==> src/rtl/mux_rr_arbiter_pkg.sv <==
// Shared constants and types for the round-robin mux arbiter.
// Requester count, select width and controller state encodings.
package mux_rr_arbiter_pkg;

    localparam int N_REQ = 8;
    localparam int SEL_W = 3;
    localparam int CNT_W = 3;

    typedef enum logic [1:0] {
        IDLE  = 2'd0,
        GRANT = 2'd1,
        TURN  = 2'd2
    } arb_state_t;

    function automatic logic [SEL_W-1:0] next_idx(
        input logic [SEL_W-1:0] i
    );
        return i + 1'b1;
    endfunction

endpackage

==> src/rtl/rr_pick.sv <==
// Round-robin winner search: first set request at or after Ptr,
// wrapping from the top index back to zero.
module rr_pick
    import mux_rr_arbiter_pkg::*;
(
    input  logic [N_REQ-1:0] Req,
    input  logic [SEL_W-1:0] Ptr,
    output logic             Any,
    output logic [SEL_W-1:0] Win
);

    logic [SEL_W-1:0] idx;

    // Walk offsets from far to near so the nearest hit wins last.
    always_comb begin
        Any = |Req;
        Win = Ptr;
        idx = '0;
        for (int k = N_REQ - 1; k >= 0; k--) begin
            idx = Ptr + SEL_W'(k);
            if (Req[idx]) begin
                Win = idx;
            end
        end
    end

endmodule

==> src/rtl/mux_rr_arbiter.sv <==
// Round-robin arbiter driving the shared 8:1 mux select lines,
// with bounded bursts and a turnaround cycle between owners.
module mux_rr_arbiter
    import mux_rr_arbiter_pkg::*;
#(
    parameter int BURST = 4
) (
    input  logic             Clock,
    input  logic             Resetn,
    input  logic [N_REQ-1:0] Req,
    output logic [N_REQ-1:0] Grant,
    output logic [SEL_W-1:0] Select,
    output logic             Valid,
    output logic             Busy
);

    arb_state_t       state, state_n;
    logic [SEL_W-1:0] ptr, ptr_n;
    logic [CNT_W-1:0] cnt, cnt_n;
    logic [N_REQ-1:0] grant_n;
    logic [SEL_W-1:0] sel_n;
    logic             valid_n;
    logic             busy_n;
    logic             any;
    logic [SEL_W-1:0] win;

    rr_pick u_pick (
        .Req (Req),
        .Ptr (ptr),
        .Any (any),
        .Win (win)
    );

    // State and every output are registered; reset clears all at once.
    always_ff @(posedge Clock or negedge Resetn) begin
        if (!Resetn) begin
            state  <= IDLE;
            ptr    <= '0;
            cnt    <= '0;
            Grant  <= '0;
            Select <= '0;
            Valid  <= 1'b0;
            Busy   <= 1'b0;
        end else begin
            state  <= state_n;
            ptr    <= ptr_n;
            cnt    <= cnt_n;
            Grant  <= grant_n;
            Select <= sel_n;
            Valid  <= valid_n;
            Busy   <= busy_n;
        end
    end

    // Next-state: arbitrate in IDLE, count down the burst, then idle a turn.
    always_comb begin
        state_n = state;
        ptr_n   = ptr;
        cnt_n   = cnt;
        grant_n = Grant;
        sel_n   = Select;
        valid_n = Valid;
        busy_n  = Busy;
        unique case (state)
            IDLE: begin
                if (any) begin
                    grant_n = {{(N_REQ-1){1'b0}}, 1'b1} << win;
                    sel_n   = win;
                    valid_n = 1'b1;
                    busy_n  = 1'b1;
                    cnt_n   = CNT_W'(BURST - 1);
                    state_n = GRANT;
                end
            end
            GRANT: begin
                if (!Req[Select] || cnt == '0) begin
                    grant_n = '0;
                    valid_n = 1'b0;
                    ptr_n   = next_idx(Select);
                    state_n = TURN;
                end else begin
                    cnt_n = cnt - 1'b1;
                end
            end
            TURN: begin
                busy_n  = 1'b0;
                state_n = IDLE;
            end
            default: begin
                state_n = IDLE;
            end
        endcase
    end

endmodule

==> config.mk <==
export PLATFORM = sky130hd
export DESIGN_NAME = mux_rr_arbiter
export DESIGN_NICKNAME = d
export VERILOG_FILES = /design/src/rtl/mux_rr_arbiter_pkg.sv /design/src/rtl/rr_pick.sv /design/src/rtl/mux_rr_arbiter.sv
export SDC_FILE = /design/constraint.sdc
export NUM_CORES = 1
export LEC_CHECK = 0
export BUFFER_PORTS_ARGS = -buffer_cell sky130_fd_sc_hd__buf_4
export CAP_MARGIN = 5
export CORE_UTILIZATION = 26
export CTS_CLUSTER_DIAMETER = 100
export CTS_CLUSTER_SIZE = 10
export DETAILED_ROUTE_END_ITERATION = 12
export SYNTH_ARGS = -nofsm -noshare
export SYNTH_HDL_FRONTEND = slang
export SYNTH_SLANG_ARGS = --single-unit
==> constraint.sdc <==
create_clock -name Clock -period 3.5 [get_ports Clock]
set_input_delay 0.7 -clock Clock [delete_from_list [all_inputs] [get_ports Clock]]
set_output_delay 0.7 -clock Clock [all_outputs]
set_load 0.1 [all_outputs]
==> flow_summary.toml, run 1 <==
[logic_synthesis]
synth_area_per_cell_um2 = 10.1
async_flop_share_pct = 100
ys.flop_type = "dfrtp_1"
yosys.cell_types.count = 48
synthesis.nets = 201
ys_warn_count = 0
synth_seq_area_share_pct = 28.0
syn_area_mm2 = 0.00188
netlist_instances = 186
ys_ff_latch = 21
synth-edff-count = 0

[setup_path]
crit_required_ps = 3660
worstSetupPathType = "flop to flop"
crit_path_end_kind = "flop"
start_kind = "flop"
worstPathMaxFanout = 11
worstReg2RegStart = "ptr[1]$_DFFE_PN0P_"
cp.arrival_ps = 3190
reg2reg_depth = 9
crit_start = "ptr[1]$_DFFE_PN0P_"
r2r-end = "Grant[0]$_DFFE_PN0P_"
timing.reg2reg.setup_slack_ps = 480
setup.worst_path.end = "Grant[0]$_DFFE_PN0P_"

[route]
viasPerCell = 5.34
dr_total_vias = 1607
dr.pass1.iters = 4
postRouteAntennaNets = 0
wl_per_cell_um = 15.9
dr.first_iter.drc_count = 165
drc = 0
drt-total-wl_mm = 4.77

[final_layout]
fin_cells = 301
finalNetCount = 221
drive_gt1_share_pct = 25.9
antenna_cells = 0
fin_area_mm2 = 0.00218
syn2layout_area_growth_pct = 16.0

[sta]
holdWs_ps = 308
final.min_clock_period_ps = 3020
slew_viol_final = 0
slew_headroom_pct = 63.6
hold_viol = 0
fin_worst_skew_ps = 1.75
timing.fmax_mhz = 331
finalSetupViolCount = 0
worst_slew_pin_slew_ps = 545
fin_tns_setup_ps = 0
min_period_over_period_pct = 86.4
rsz0062_at_grt = "no"

[die]
io_pins = 23
core_area_mm2 = 0.00687
die_h_um = 87.0
chipWidth_um = 87.0
dieArea_mm2 = 0.00756
rows = 30
start_util_pct = 27.3

[placed_design]
dp.cells = 297
io_buffers = 22
dp_hpwl_mm = 3.50
gp_congestion = 0.836
postPlaceCellArea_mm2 = 0.00213

[outcome]
status = "complete, no violations"

[global_route]
gr-total-overflow = 0
grt_max_degree = 22
grt_use_total_pct = 13.2
grt_pass1_wl_mm = 7.83
grt_pass1_vias = 1501
antenna_found_initial = 0

[cts]
clk_pin_slew_worst_paths_ps = 70
numClockSinks = 21
cts_setup_buffers = 0
ctsRootBufferMaster = "clkbuf_8"
clk_latency_ps = 260
cts_tree = "yes"
ctsHtreeMaxLevel = 1
post_cts_resized = 0
clockBufferDepth = 2
holdBufCountCts = 0
cts_made_buffers = 3

[run]
maxCapViolCount = 0

[hold_path]
hold_path.class = "input pin to asynchronous set/reset pin"
cells by family after synthesis:
logic type               count (synthesis)  synth area share (%)
AND/OR/NAND/NOR                         55                  15.6
flip-flops                              21                  28.0
XOR/XNOR                                 7                  3.27
AO/OA/AOI/OAI                           43                  16.9
buffers and inverters                   20                  5.00
adder cells (fa/ha/maj)                  5                  3.33
multiplexers                            35                  27.9
layout by cell type (no fill, tap or decap), types with 4 or more instances in the layout:
| cell | n |
|---|---|
| o31ai_1 | 5 |
| a21oi_1 | 10 |
| mux2_2 | 4 |
| buf_4 | 26 |
| nor2_1 | 8 |
| o21ai_0 | 6 |
| nor3_1 | 6 |
| xnor2_1 | 4 |
| dfrtp_1 | 21 |
| mux4_2 | 13 |
| ha_1 | 5 |
| mux2_1 | 5 |
| a32o_1 | 4 |
| nand2_1 | 20 |
| inv_1 | 7 |
| mux2i_1 | 13 |
per-stage QoR:
stage	utilization, %	worst slack, ps
CTS	31.7	506
floorplan	-	334
detailed placement	31.0	493
global route	31.7	184
global placement	31.0	504
finish	31.7	477
worst min path at each step:
stage                            start                    to  slack, ps  cells past startpoint
floorplan                       Resetn      Busy$_DFFE_PN0P_        400                      0
global placement    cnt[0]$_DFFE_PN0P_    cnt[0]$_DFFE_PN0P_        460                      1
detailed placement  cnt[0]$_DFFE_PN0P_    cnt[0]$_DFFE_PN0P_        470                      1
CTS                             Resetn    ptr[1]$_DFFE_PN0P_        320                      1
global route                    Resetn  Grant[3]$_DFFE_PN0P_        330                      1
finish                          Resetn  Grant[3]$_DFFE_PN0P_        310                      1
worst max-delay path, stage by stage (launching register included):
cell     delay [ps]
dfrtp_1         360
inv_2           120
ha_1            470
mux4_2          410
and2_1          200
or4b_1          480
o21a_1          120
o31a_1          300
or2_0           250
o31ai_1         220
synthesized netlist by cell type, types with 2 or more instances:
cell      number  area, µm²
o311a_1        2       20.0
buf_2          6       30.0
dfrtp_1       21        526
mux2_2         4       45.0
mux4_2        13        293
mux2i_1       13        130
nor4_1         3       18.8
xor2_1         3       26.3
nand2b_1       3       18.8
o31ai_1        5       37.5
o21ai_0        6       30.0
inv_2          2       7.51
nor2_1         8       30.0
a21oi_1       10       50.1
a211o_1        2       17.5
nor3b_1        2       15.0
mux2_1         5       56.3
clkbuf_1       2       7.51
nor3_1         6       30.0
inv_1          7       26.3
nor4_2         2       25.0
ha_1           5       62.6
xnor2_1        4       35.0
and2_1         3       18.8
nor2b_1        2       12.5
a32o_1         4       40.0
a22oi_1        2       15.0
nand2_1       20       75.1
o21ai_1        2       10.0
layout make-up:
cell class                      instances  area, µm²
Multi-Input combinational cell        145       1260
Timing Repair Buffer                   26        195
Inverter                                9       33.8
Fill cell                             700       4690
Clock buffer                            4       45.0
Sequential cell                        21        526
Tap cell                               96        120
sequential cells by signal (all words and copies together), names as in the netlist:
| register | flops |
|---|---|
| Grant | 8 |
| ptr | 3 |
| Valid | 1 |
| cnt | 3 |
| Busy | 1 |
| state | 2 |
| Select | 3 |
layer usage:
| layer | global-route usage, % | part of all wire (%) |
|---|---|---|
| met1 | 20.3 | 48 |
| met2 | 19.5 | 45 |
| met3 | 0.664 | 6.0 |
| met4 | 4.39 | 1.1 |
| met5 | 0 | 0 |
Power of run 1 is not shown: default switching activity piles up to over one toggle a cycle in this logic, so the estimate is an artifact.
==> inputs of run 2 (changes only) <==
CORE_UTILIZATION = 55   (was 26)
PLACE_DENSITY = 0.76   (was unset)
clock period = 2.8 ns   (was 3.5 ns; I/O delays follow)
==> run 2 against run 1 <==
  * Clock-buffer cell count shrank 1
  * Flip-flop and latch count is the same
  * Cell area grew 8.4%
  * Utilization grew 43 points
  * Cell count shrank 10%
  * Die area shrank 52%
  * Highest routed layer unchanged
==> flow_summary.toml, run 2 (synthesis results as in run 1) <==
[route]
drt-total-wl_mm = 4.98
dr_total_vias = 1711
dr.first_iter.drc_count = 127
postRouteAntennaNets = 0
viasPerCell = 6.31
wl_per_cell_um = 18.4
dr.pass1.iters = 4
drc = 0

[die]
die_h_um = 60.4
dieArea_mm2 = 0.00365
start_util_pct = 59.5
io_pins = 23
chipWidth_um = 60.4
rows = 20
core_area_mm2 = 0.00315

[sta]
fin_tns_setup_ps = 0
min_period_over_period_pct = 99.0
rsz0062_at_grt = "yes"
slew_headroom_pct = 68.9
final.min_clock_period_ps = 2770
finalSetupViolCount = 0
worst_slew_pin_slew_ps = 464
holdWs_ps = 109
hold_viol = 0
slew_viol_final = 0
timing.fmax_mhz = 361
fin_worst_skew_ps = 4.08

[setup_path]
cp_cell_sequence = "buf_12 -> mux4_2 -> and2_4 -> or4b_1 -> o21a_1 -> o31a_1 -> or2_4 -> o31ai_4"
slowest_stage = "mux4_2"
timing.critical_path.buf_inv = 1
worstPathMaxFanout = 13
crit_required_ps = 3020
critPathMaxStageDelay_ps = 570
start_kind = "flop"
critPathTopFamily = "simple AND/OR/NAND/NOR gates"
worstSetupPathType = "flop to flop"
timing.reg2reg.setup_slack_ps = 30
cp.arrival_ps = 2990
crit_path_end_kind = "flop"

[placed_design]
gp_congestion = 0.944
io_buffers = 22
postPlaceCellArea_mm2 = 0.00222
dp_hpwl_mm = 3.59

[final_layout]
top_register = "Grant"
largest_register_ffs = 8
fin_area_mm2 = 0.00236
antenna_cells = 0
syn2layout_area_growth_pct = 25.8
drive_gt1_share_pct = 37.9
finalNetCount = 243
final_common_cell = "buf_4"
most-common-layout-cells = "buf_4 (45), dfrtp_1 (20), nand2_1 (20)"

[global_route]
grt_use_total_pct = 29.4
antenna_found_initial = 0
gr-total-overflow = 0
grt_pass1_wl_mm = 7.87
grt_max_degree = 22
grt_pass1_vias = 1653

[run]
maxCapViolCount = 0

[cts]
clockBufferDepth = 2
numClockSinks = 21
clk_pin_slew_worst_paths_ps = 110
ctsRootBufferMaster = "clkbuf_4"
ctsHtreeMaxLevel = 1
clk_latency_ps = 310
cts_tree = "yes"
cts_made_buffers = 3

[hold_path]
hold_path.class = "input pin to asynchronous set/reset pin"

[outcome]
status = "complete, no violations"
run 2: changes by cell type in the layout (fill, tap and decap cells not counted), sizes merged:
cell / change
buf: +22
clkbuf: -1
clkinv: +1
run 2: area by class of cell:
| class | count | area (µm²) |
|---|---|---|
| Sequential cell | 21 | 527 |
| Fill cell | 232 | 792 |
| Inverter | 9 | 36.3 |
| Multi-Input combinational cell | 145 | 1330 |
| Clock buffer | 3 | 22.5 |
| Timing Repair Buffer | 48 | 389 |
| Clock inverter | 1 | 5.00 |
| Tap cell | 44 | 55.1 |
run 2: metrics by stage:
step	setup WS, ps	utilization [%]	cells
6_report	27.2	74.9	271
5_1_grt	-53.6	74.9	271
4_1_cts	5.85	72.1	267
3_5_place_dp	-42.2	70.4	260
3_3_place_gp	14.7	70.4	260
2_1_floorplan	-72.0	-	186
run 2: routing by layer:
metal	part of all wire, %	up-vias	global-route usage, %
met5	0	-	0
met2	54	61	50.9
met1	41	846	37.0
met4	1.2	0	14.3
li1	-	793	-
met3	4.1	11	2.77
run 2: worst paths after layout:
| check | start | endpoint | depth (start not counted) |
|---|---|---|---|
| min in group Clock | cnt[0]$_DFFE_PN0P_ | cnt[0]$_DFFE_PN0P_ | 1 |
| setup reg to reg | ptr[0]$_DFFE_PN0P_ | Grant[1]$_DFFE_PN0P_ | 8 |
| hold / removal | Resetn | ptr[1]$_DFFE_PN0P_ | 1 |
| setup / recovery | ptr[0]$_DFFE_PN0P_ | Grant[1]$_DFFE_PN0P_ | 8 |
| hold reg to reg | cnt[0]$_DFFE_PN0P_ | cnt[0]$_DFFE_PN0P_ | 1 |
| max in group asynchronous | Resetn | ptr[0]$_DFFE_PN0P_ | 1 |
run 2: timing repair:
| action | 4_1_cts | 5_1_grt |
|---|---|---|
| resized for setup | 3 | 8 |
| pin swaps | 0 | 1 |
| buffers inserted | 3 | 4 |
| setup endpoints to repair | 4 | 10 |
| endpoints found under the hold margin | 0 | 0 |
| hold buffers | 0 | 0 |
Power of run 2 is left out for the same reason.
==> inputs of run 3 (changes only) <==
ABC_AREA = 1   (was unset)
PLACE_DENSITY = 0.77   (was 0.76)
==> run 3 against run 2 <==
  * Via count is 6.4% lower
  * Fmax is 23% higher
  * Utilization is 8.6 points lower
  * Critical path depth increased by 9
  * Highest routed layer unchanged
==> flow_summary.toml, run 3 <==
[placed_design]
io_buffers = 22
dp_hpwl_mm = 3.04
gp_congestion = 0.894

[logic_synthesis]
synth_area_per_cell_um2 = 6.79
netlist_top_cells_area = "dfrtp_1 (32%), nand2_1 (20%), nand3_1 (8.3%)"
yosysTopAreaCell = "dfrtp_1"
ys.flop_type = "dfrtp_1"
async_flop_share_pct = 100
syn_area_mm2 = 0.00164
netlist_instances = 241
ys_warn_count = 0
synth_top_cell_area_share_pct = 32.1
synth_seq_area_share_pct = 32.1
yosys.cell_types.count = 24
ys_ff_latch = 21
synthesis.nets = 256
synth-edff-count = 0
yosysMostFrequentCell = "nand2_1"
synth_common_cells = "nand2_1 (87), inv_1 (27), nand3_1 (27)"

[die]
chipWidth_um = 56.6
io_pins = 23
dieArea_mm2 = 0.00320
rows = 19
die_h_um = 56.6
core_area_mm2 = 0.00278
start_util_pct = 58.8

[cts]
cts_made_buffers = 3
clockBufferDepth = 2
clk_latency_ps = 310
cts_tree = "yes"
cts_setup_buffers = 0
ctsRootBufferMaster = "clkbuf_4"
post_cts_resized = 0
ctsHtreeMaxLevel = 1
holdBufCountCts = 0
numClockSinks = 21
clk_pin_slew_worst_paths_ps = 110

[setup_path]
cp.arrival_ps = 2520
worstReg2RegStart = "ptr[0]$_DFFE_PN0P_"
r2r-end = "Grant[1]$_DFFE_PN0P_"
start_kind = "flop"
crit_path_end_kind = "flop"
worstSetupPathType = "flop to flop"
timing.reg2reg.setup_slack_ps = 540
worstPathMaxFanout = 11
crit_required_ps = 3060
reg2reg_depth = 17

[final_layout]
fin_util_pct = 66.3
finalNetCount = 281
largest_register_ffs = 8
final_common_cell = "nand2_1"
syn2layout_area_growth_pct = 12.7
drive_gt1_share_pct = 21.9
most-common-layout-cells = "nand2_1 (87), inv_1 (27), nand3_1 (27)"
top_register = "Grant"
antenna_cells = 0
num-fill-cells = 246

[route]
wl_per_cell_um = 12.9
dr_total_vias = 1602
drt-total-wl_mm = 3.81
dr.first_iter.drc_count = 98
dr.pass1.iters = 4
drc = 0
viasPerCell = 5.41
postRouteAntennaNets = 0

[sta]
min_period_over_period_pct = 80.8
fin_tns_setup_ps = 0
fin_worst_skew_ps = 3.02
slew_headroom_pct = 74.7
finalSetupViolCount = 0
timing.fmax_mhz = 442
slew_viol_final = 0
hold_viol = 0
rsz0062_at_grt = "no"
holdWs_ps = 106
worst_slew_pin_slew_ps = 379
final.min_clock_period_ps = 2260

[global_route]
grt_pass1_wl_mm = 6.50
antenna_found_initial = 0
gr-total-overflow = 0
grt_pass1_vias = 1397
grt_use_total_pct = 26.1
grt_max_degree = 22

[hold_path]
hold_path.class = "input pin to asynchronous set/reset pin"

[outcome]
status = "complete, no violations"

[run]
maxCapViolCount = 0
-- run 3: changes by cell type after synthesis, moves of 5 or more --
cell / before / now
mux2_1: 5 / 0
nand3_2: 0 / 11
o31ai_1: 5 / 0
o21ai_0: 6 / 13
nand2_1: 20 / 87
mux2i_1: 13 / 0
buf_2: 6 / 0
nand3_1: 0 / 27
nand2_2: 0 / 8
mux4_2: 13 / 0
inv_1: 7 / 27
nor3_1: 6 / 0
-- run 3: logic make-up (layout without fill, tap and decap cells) --
family / Yosys count / in the layout / share of synthesized area [%]
AOI/OAI and AO/OA: 31 / 31 / 10.3
DFF: 21 / 21 / 32.1
xor gates and xnor gates: 2 / 2 / 1.53
adders and majority gates: 5 / 5 / 3.82
and+or+nand+nor: 145 / 145 / 42.2
buffers and inverters: 37 / 61 / 10.0
-- run 3: critical path, cell delays in order (launching register included) --
cell and delay (ps):
dfrtp_1 400, inv_2 170, ha_1 360, inv_2 150, nand3_1 140, nand3_2 110, nand2_2 70, a21oi_1 130
nand2_1 70, nand2_1 60, nand2_1 50, nand2_1 60, nand2_1 50, nand2_1 70, nand2_2 90, nor2_2 110
nand2_1 60, nand2_1 60
-- run 3: per-layer routing --
layer  wire (µm)  track usage, %
met1        1820            37.7
met2        1780            40.7
met3         138            1.84
met4          72            10.5
met5           0               0
-- run 3: stage by stage --
stage	instances	area, µm²	setup WS, ps
final	296	1840	538
after global routing	296	1840	264
after CTS	296	1840	548
after detailed placement	292	1820	566
after global placement	292	1820	589
after floorplan	241	1640	515
-- run 3: worst max-delay path by stage --
stage	start	to	slack (ps)	cells after the start
final	ptr[0]$_DFFE_PN0P_	Grant[1]$_DFFE_PN0P_	540	17
after global routing	ptr[0]$_DFFE_PN0P_	Grant[1]$_DFFE_PN0P_	260	17
after CTS	ptr[0]$_DFFE_PN0P_	Grant[1]$_DFFE_PN0P_	550	17
after detailed placement	ptr[0]$_DFFE_PN0P_	Grant[4]$_DFFE_PN0P_	570	17
after global placement	ptr[0]$_DFFE_PN0P_	Select[2]$_DFFE_PN0P_	590	16
after floorplan	Select[0]$_DFFE_PN0P_	Grant[2]$_DFFE_PN0P_	520	10
-- run 3: cell type report --
type,count,area (µm²),area share [%]
inverter,33,126,6.85
timing repair buffer,24,180,9.77
sequential,21,526,28.5
multi-input combinational,183,947,51.4
tap,31,38.8,2.10
clock buffer,4,26.3,1.42
Power of run 3 is left out for the same reason.
